===== config.mk =====
export PLATFORM = sky130hd
export DESIGN_NAME = parity_bit_gen
export DESIGN_NICKNAME = d
export VERILOG_FILES = /design/src/rtl/parity_bit_gen.sv
export SDC_FILE = /design/constraint.sdc
export NUM_CORES = 1
export LEC_CHECK = 0
export BUFFER_PORTS_ARGS = -buffer_cell sky130_fd_sc_hd__buf_2
export CAP_MARGIN = 0
export CORE_MARGIN = 2
export CORE_UTILIZATION = 45
export DETAILED_ROUTE_END_ITERATION = 8
export GPL_TIMING_DRIVEN = 0
export PLACE_DENSITY = 0.73
export RECOVER_POWER = 100
export SETUP_SLACK_MARGIN = 0.02
export SLEW_MARGIN = 20
export SYNTH_ARGS = -nofsm -noshare
export SYNTH_HDL_FRONTEND = slang
export SYNTH_SLANG_ARGS = --single-unit
export TNS_END_PERCENT = 1

===== constraint.sdc =====
create_clock -name clk -period 1.91 [get_ports clk]
set_input_delay 0.0955 -clock clk [delete_from_list [all_inputs] [get_ports clk]]
set_output_delay 0.0955 -clock clk [all_outputs]
set_load 0.05 [all_outputs]

===== src/rtl/parity_bit_gen.sv =====
`default_nettype none
// ============================================================================
//  Module   : parity_bit_gen
//  Purpose  : Registered 4-bit parity generator and checker. Computes the
//             parity of the nibble {ina,inb,inc,ind} one cycle after it is
//             accepted, compares it with a received parity bit, and keeps a
//             saturating count of mismatches.
//  Revision : 1.0 - initial release
// ============================================================================
module parity_bit_gen #(
  parameter int ODD_DEFAULT = 0,  // 0 = even parity, 1 = odd, when odd_sel = 0
  parameter int CNT_W       = 8   // width of the saturating mismatch counter
) (
  input  logic             clk,
  input  logic             rst_n,
  input  logic             ina,
  input  logic             inb,
  input  logic             inc,
  input  logic             ind,
  input  logic             in_valid,
  input  logic             odd_sel,
  input  logic             chk_par,
  input  logic             clr_cnt,
  output logic             outp,
  output logic             out_valid,
  output logic             err,
  output logic [CNT_W-1:0] err_cnt
);

  // Parity sense baked in at integration; odd_sel flips it at run time.
  localparam logic             C_ODD_DEF = (ODD_DEFAULT != 0);
  localparam logic [CNT_W-1:0] C_CNT_MAX = {CNT_W{1'b1}};
  localparam logic [CNT_W-1:0] C_CNT_ONE = {{(CNT_W-1){1'b0}}, 1'b1};

  logic             outp_q,      outp_d;
  logic             out_valid_q, out_valid_d;
  logic             err_q,       err_d;
  logic [CNT_W-1:0] err_cnt_q,   err_cnt_d;

  logic             par_calc;
  logic             mismatch;

  // Parity of the incoming nibble and its comparison with the received bit.
  always_comb begin
    par_calc = ina ^ inb ^ inc ^ ind ^ odd_sel ^ C_ODD_DEF;
    mismatch = (chk_par != par_calc);
  end

  // Next-state: outp holds while idle, err and out_valid only live for the
  // cycle after an accepted nibble, counter clears with priority and saturates.
  always_comb begin
    outp_d      = outp_q;
    out_valid_d = in_valid;
    err_d       = 1'b0;
    err_cnt_d   = err_cnt_q;

    if (in_valid) begin
      outp_d = par_calc;
      err_d  = mismatch;
    end

    if (clr_cnt) begin
      err_cnt_d = '0;
    end else if (in_valid && mismatch && (err_cnt_q != C_CNT_MAX)) begin
      err_cnt_d = err_cnt_q + C_CNT_ONE;
    end
  end

  // State registers; reset wins over every other input and drops any
  // nibble being accepted on the same edge.
  always_ff @(posedge clk) begin
    if (!rst_n) begin
      outp_q      <= 1'b0;
      out_valid_q <= 1'b0;
      err_q       <= 1'b0;
      err_cnt_q   <= '0;
    end else begin
      outp_q      <= outp_d;
      out_valid_q <= out_valid_d;
      err_q       <= err_d;
      err_cnt_q   <= err_cnt_d;
    end
  end

  assign outp      = outp_q;
  assign out_valid = out_valid_q;
  assign err       = err_q;
  assign err_cnt   = err_cnt_q;

endmodule
`default_nettype wire


Yosys cells after proc, flatten, opt, wreduce, memory -nomap -nowiden
Cells that the tools add are included.
Word-level totals
  input bits: 10
  output and inout bits: 11
  word-level logic and storage cells: 16
  register bits: 11
Cells by class
  $add $sub $neg: 1
  bitwise operators: 5
  eq/ne operators: 2
  reductions and logical operators: 4
Operators with widths (number)
  $add 8x1->8 const B: 1
  $ne 8x8->1 const B: 1
  $xor 1x1->1: 4
  $logic_and 1x1->1: 2
  $reduce_and 2->1: 1
  $reduce_or 2->1: 1
  $ne 1x1->1: 1
  $not 1->1: 1

Logic depth before layout (Yosys ltp)
  depth in word-level cells: 7
  gate-level depth with buffers: 5
  mapped depth without buffers: 5

Least setup slack after synthesis
OpenSTA, ideal clock, no wires.
  kind: flip-flop to flip-flop
  from: reg err_cnt_q[0], in the netlist err_cnt[0]
  to: reg err_cnt_q[4], in the netlist err_cnt[4]
  cell stages (with the launch flop): 6
  setup time: 0.129 ns
  buffers on the path: 0
  setup slack: 0.089 ns
  period minus slack after synthesis: 1.821 ns
  data required time: 1.781 ns
  arrival time: 1.692 ns
  path through: dfxtp_1 -> ha_1 -> nand4_1 -> nor2_1 -> nor4_1 -> mux2i_1
On the way
  word-level cells in the longest chain between the ends: 2
  elaborated cells on any way between the ends: 3
  classes of those cells: add/sub (1); eq/ne (1); reduce/logical (1)
RTL lines
  start, declared: RTL line 38  | logic [CNT_W-1:0] err_cnt_q, err_cnt_d;
  start signal, assigned: RTL line 81  | err_cnt_q <= err_cnt_d;
  branches (longest 2 deep; another with $add 8x1->8)
Several ways; the timed one is not identified.
A chain may end at the register's enable or synchronous reset.

Final worst setup path
  from: in inb
  to: reg err_cnt_q[3], in the netlist err_cnt[3]
On the way
  word-level cells in the longest chain between the ends: 7
RTL lines
  start, declared: RTL line 17  | input logic inb,
  $xor 1x1->1 (4 in a row): RTL line 45  | par_calc = ina ^ inb ^ inc ^ ind ^ odd_sel ^ C_ODD_DEF;
  $ne 1x1->1: RTL line 46  | mismatch = (chk_par != par_calc);
  $logic_and 1x1->1 (2 in a row): RTL line 64  | end else if (in_valid && mismatch && (err_cnt_q != C_CNT_MAX)) begin
No other way between the ends.

==> parameters.txt <==
Parameter                              Value

STA
  Hold Violations, Final    0
  Fraction of the cycle the final worst path needs    0.8625
  Peak Freq    607.0 MHz
  Unrepaired setup endpoints after global routing    no
  Setup tns final    0 ns
  Max-slew headroom at the worst pin    0.6069
  Count of final max-slew check failures    0
  Final setup violation count    0
  Worst Clk Skew    0.001555 ns
  Transition at the pin with the smallest max-transition slack    0.5921 ns
  Period minus WS final    1.647 ns

Floorplan
  Boundary Pins    21
  Standard-cell row count    13
  Initial Utilization    0.4722
  Die Area    roughly 1700 um2
  Die outline width    40.72 um
  Core Box Area    1285 um2
  Vertical extent of the die    just over 40 um

Routing
  DRC violation count after routing    0
  Detailed-route via count    555
  Antenna viol nets, final    0
  Per-cell routed wire length    12.29 um
  Drt total wl    approximately 1200 um
  Via density per instance    roughly 5.5
  Initial drt markers    11
  1st-pass router iterations    4

GRT
  First-pass GRT wire length    1883 um
  GR Layer Usage met2    0.2579
  Number of global-route vias before repair    between 400 and 500
  Overall global routing resource usage    0.1718
  Most used routing layer    met2
  Number of antenna violations at the first check in global routing    0
  Pin count of the biggest net entering global routing    11
  GRT met1 Usage    0.2262
  Met3 Resource Use GR    0.03261
  Global route total overflow    0

Clocking
  Number of sinks handled by clock tree synthesis    11
  Clock-pin slew on the worst setup and hold paths    ~0.07 ns
  TritonCTS clock tree    yes
  Post-CTS setup buffer count    0
  Count of H-tree levels built during CTS    1
  CTS max path bufs    2
  Num CTS Buffers    3
  CTS Hold Buffers Added    0
  Clk root buf    sky130_fd_sc_hd__clkbuf_4
  Insertion delay of the later-clocked pin in the worst-skew pair    around 0.27 ns
  Post_cts resized    0

Power and ir drop
  Switching power summed over all nets    0.0001626 W
  Power Dens Cells    721.8 nW/um2
  Leakage    0.2700 nW
  Switching Fraction    0.3109
  Share of power burned in combinational logic    0.233
  Internal power    between 0.0003 and 0.0004 W
  Sequential share of power    0.461
  Overall power of the completed layout    0.0005229 W
  Clock power frac    0.306
  Maximum vdd ir drop    around 460 uV

Yosys
  Largest area contributor in the netlist    sky130_fd_sc_hd__dfxtp_1
  Post-synthesis area per instance    9.788 um2
  Number of distinct library cells after synthesis    27
  Portion of the post-synthesis area used by sequential elements    0.3629
  Top cell type's share of synthesized area    0.3629
  Top area cells in the synthesized netlist    sky130_fd_sc_hd__dfxtp_1 36%, sky130_fd_sc_hd__mux2i_1 6.6%, sky130_fd_sc_hd__nand2b_1 5.2%
  Warnings, synthesis    0
  Mapped Area    606.8 um2
  Synthesis-stage register bit count    11
  Syn_nets    73
  Post-Synthesis Cells    between 60 and 70

Critical path
  CP max-delay cell    sky130_fd_sc_hd__xnor3_1
  Startpoint of the most critical setup path    inb
  Nature of the critical path startpoint    input pin
  Class of the most critical setup path    in -> reg
  Data required time of the worst path    2.11 ns
  Crit-path cells    buf_2 > xnor3_1 > xor3_1 > clkbuf_1 > nor4b_1 > mux2i_1
  WP data arrival    1.85 ns
  Category of cells accounting for the largest share of critical-path delay    XOR/XNOR gates
  Critical path's largest stage delay    0.42 ns
  Launch point of the worst reg-to-reg path    err_cnt[0]$_SDFFE_PP0P_
  Setup slack of the worst register-to-register path    0.28 ns
  Largest fanout on the critical path    10
  Crit. End Element    flip-flop
  CP Buf/Inv Count    2

Finish
  Nets    98
  Diode insertion count for antenna repair    0
  Share of layout cells above drive strength 1    0.1395
  Relative area change from synthesis to final layout    19.38%

Placement
  Detailed Place HPWL    between 900 and 1000 um
  GP Congestion    0.8240
  Buffers added on ports    20

Flow run
  Max-cap violations    0

Status
  Status    complete, no violations

Min path
  Class of the tightest hold or removal check    in -> reg
  Hold Path Origin    in_valid
-- final cells by class --
class / instances / area, um2
plain buffers: 2 / 7.507
clock buffers: 4 / 26.28
fillers: 135 / 560.5
multi-input cells: 47 / 357.8
repair buffers: 20 / 86.33
well taps: 15 / 18.77
flip-flops and latches: 11 / 220.2
inverters: 2 / 7.507
-- worst register-to-register path: cells and delay by family, from the launching register on --
| family | cells | cell delay (ns) |
|---|---|---|
| and+or+nand+nor | 3 | 0.73 |
| DFF | 1 | 0.39 |
| adders and majority gates | 1 | 0.25 |
| muxes | 1 | 0.14 |
-- synth_stat cells --
library cell / n
sky130_fd_sc_hd__clkbuf_1: 1
sky130_fd_sc_hd__or4_1: 3
sky130_fd_sc_hd__and2_1: 1
sky130_fd_sc_hd__ha_1: 1
sky130_fd_sc_hd__buf_6: 1
sky130_fd_sc_hd__nand2b_1: 5
sky130_fd_sc_hd__and3_1: 2
sky130_fd_sc_hd__xnor2_1: 1
sky130_fd_sc_hd__inv_1: 2
sky130_fd_sc_hd__o311ai_0: 1
sky130_fd_sc_hd__nor2b_1: 2
sky130_fd_sc_hd__xor2_1: 1
sky130_fd_sc_hd__nand4_1: 3
sky130_fd_sc_hd__dfxtp_1: 11
sky130_fd_sc_hd__nand2_1: 3
sky130_fd_sc_hd__nor4_1: 2
sky130_fd_sc_hd__o41ai_1: 2
sky130_fd_sc_hd__or4b_1: 1
sky130_fd_sc_hd__o31ai_1: 3
sky130_fd_sc_hd__xor3_1: 1
sky130_fd_sc_hd__nor2_1: 1
sky130_fd_sc_hd__nor3b_1: 1
sky130_fd_sc_hd__a21oi_1: 4
sky130_fd_sc_hd__nor4b_2: 1
sky130_fd_sc_hd__mux2i_1: 4
sky130_fd_sc_hd__nand3_1: 3
sky130_fd_sc_hd__xnor3_1: 1
-- power groups by stage --
stage / Clock (W) / Combinational, W / Sequential (W)
5_1_grt: 0.000167 / 0.000132 / 0.000242
3_3_place_gp: 0 / 0.000135 / 0.000246
2_1_floorplan: 0 / 0.0000768 / 0.000274
3_5_place_dp: 0 / 0.000137 / 0.000246
4_1_cts: 0.000160 / 0.000137 / 0.000241
6_report: 0.000160 / 0.000122 / 0.000241
-- registers in the layout, indices dropped and copies added (netlist names) --
signal	flops
err	1
err_cnt	8
outp	1
out_valid	1
-- cells in the final DEF, fill, tap and decap left out, drive strengths merged, types with 2 or more instances in the layout --
master	synthesis	routed
mux2i	4	4
nor4	2	2
clkbuf	1	17
nand2b	5	5
inv	2	2
or4	3	3
nand3	3	3
a21oi	4	4
nand2	3	3
nor2b	2	2
dfxtp	11	11
buf	1	9
o41ai	2	2
nand4	3	3
and3	2	2
o31ai	3	3
-- per-stage QoR --
step / setup slack (ns) / hold WS, ns / util / std cells / instance area (um2)
5_1_grt: 0.1076 / 0.09611 / 0.5638 / 101 / 724.4
3_5_place_dp: 0.08744 / 0.3393 / 0.5648 / 97 / 725.7
2_1_floorplan: 0.08903 / 0.2172 / - / 62 / 606.8
6_report: 0.2625 / 0.06364 / 0.5638 / 101 / 724.4
3_3_place_gp: 0.1270 / 0.3394 / 0.5648 / 97 / 725.7
4_1_cts: 0.2598 / 0.06329 / 0.5852 / 101 / 752.0
-- worst paths after layout --
path / end / depth (start not counted)
worst min register to register: err_cnt[6]$_SDFFE_PP0P_ / 2
worst max-delay path: err_cnt[3]$_SDFFE_PP0P_ / 6
worst max register to register: err_cnt[3]$_SDFFE_PP0P_ / 5
worst min-delay path: out_valid$_SDFF_PN0_ / 2
-- metal layers --
layer,vias to the layer above,share of wire
met2,24,0.45
li1,282,-
met4,0,0.024
met1,245,0.45
met5,-,0
met3,4,0.080
-- cell families after synthesis --
logic type / after synthesis / share of synthesized area
flip-flops: 11 / 0.3629
AO/OA/AOI/OAI: 10 / 0.1134
XOR/XNOR: 4 / 0.1052
buffers and inverters: 4 / 0.03711
adder cells (fa/ha/maj): 1 / 0.02062
multiplexers: 4 / 0.06598
AND/OR/NAND/NOR: 28 / 0.2948
Power figures use the tool's default switching activity.
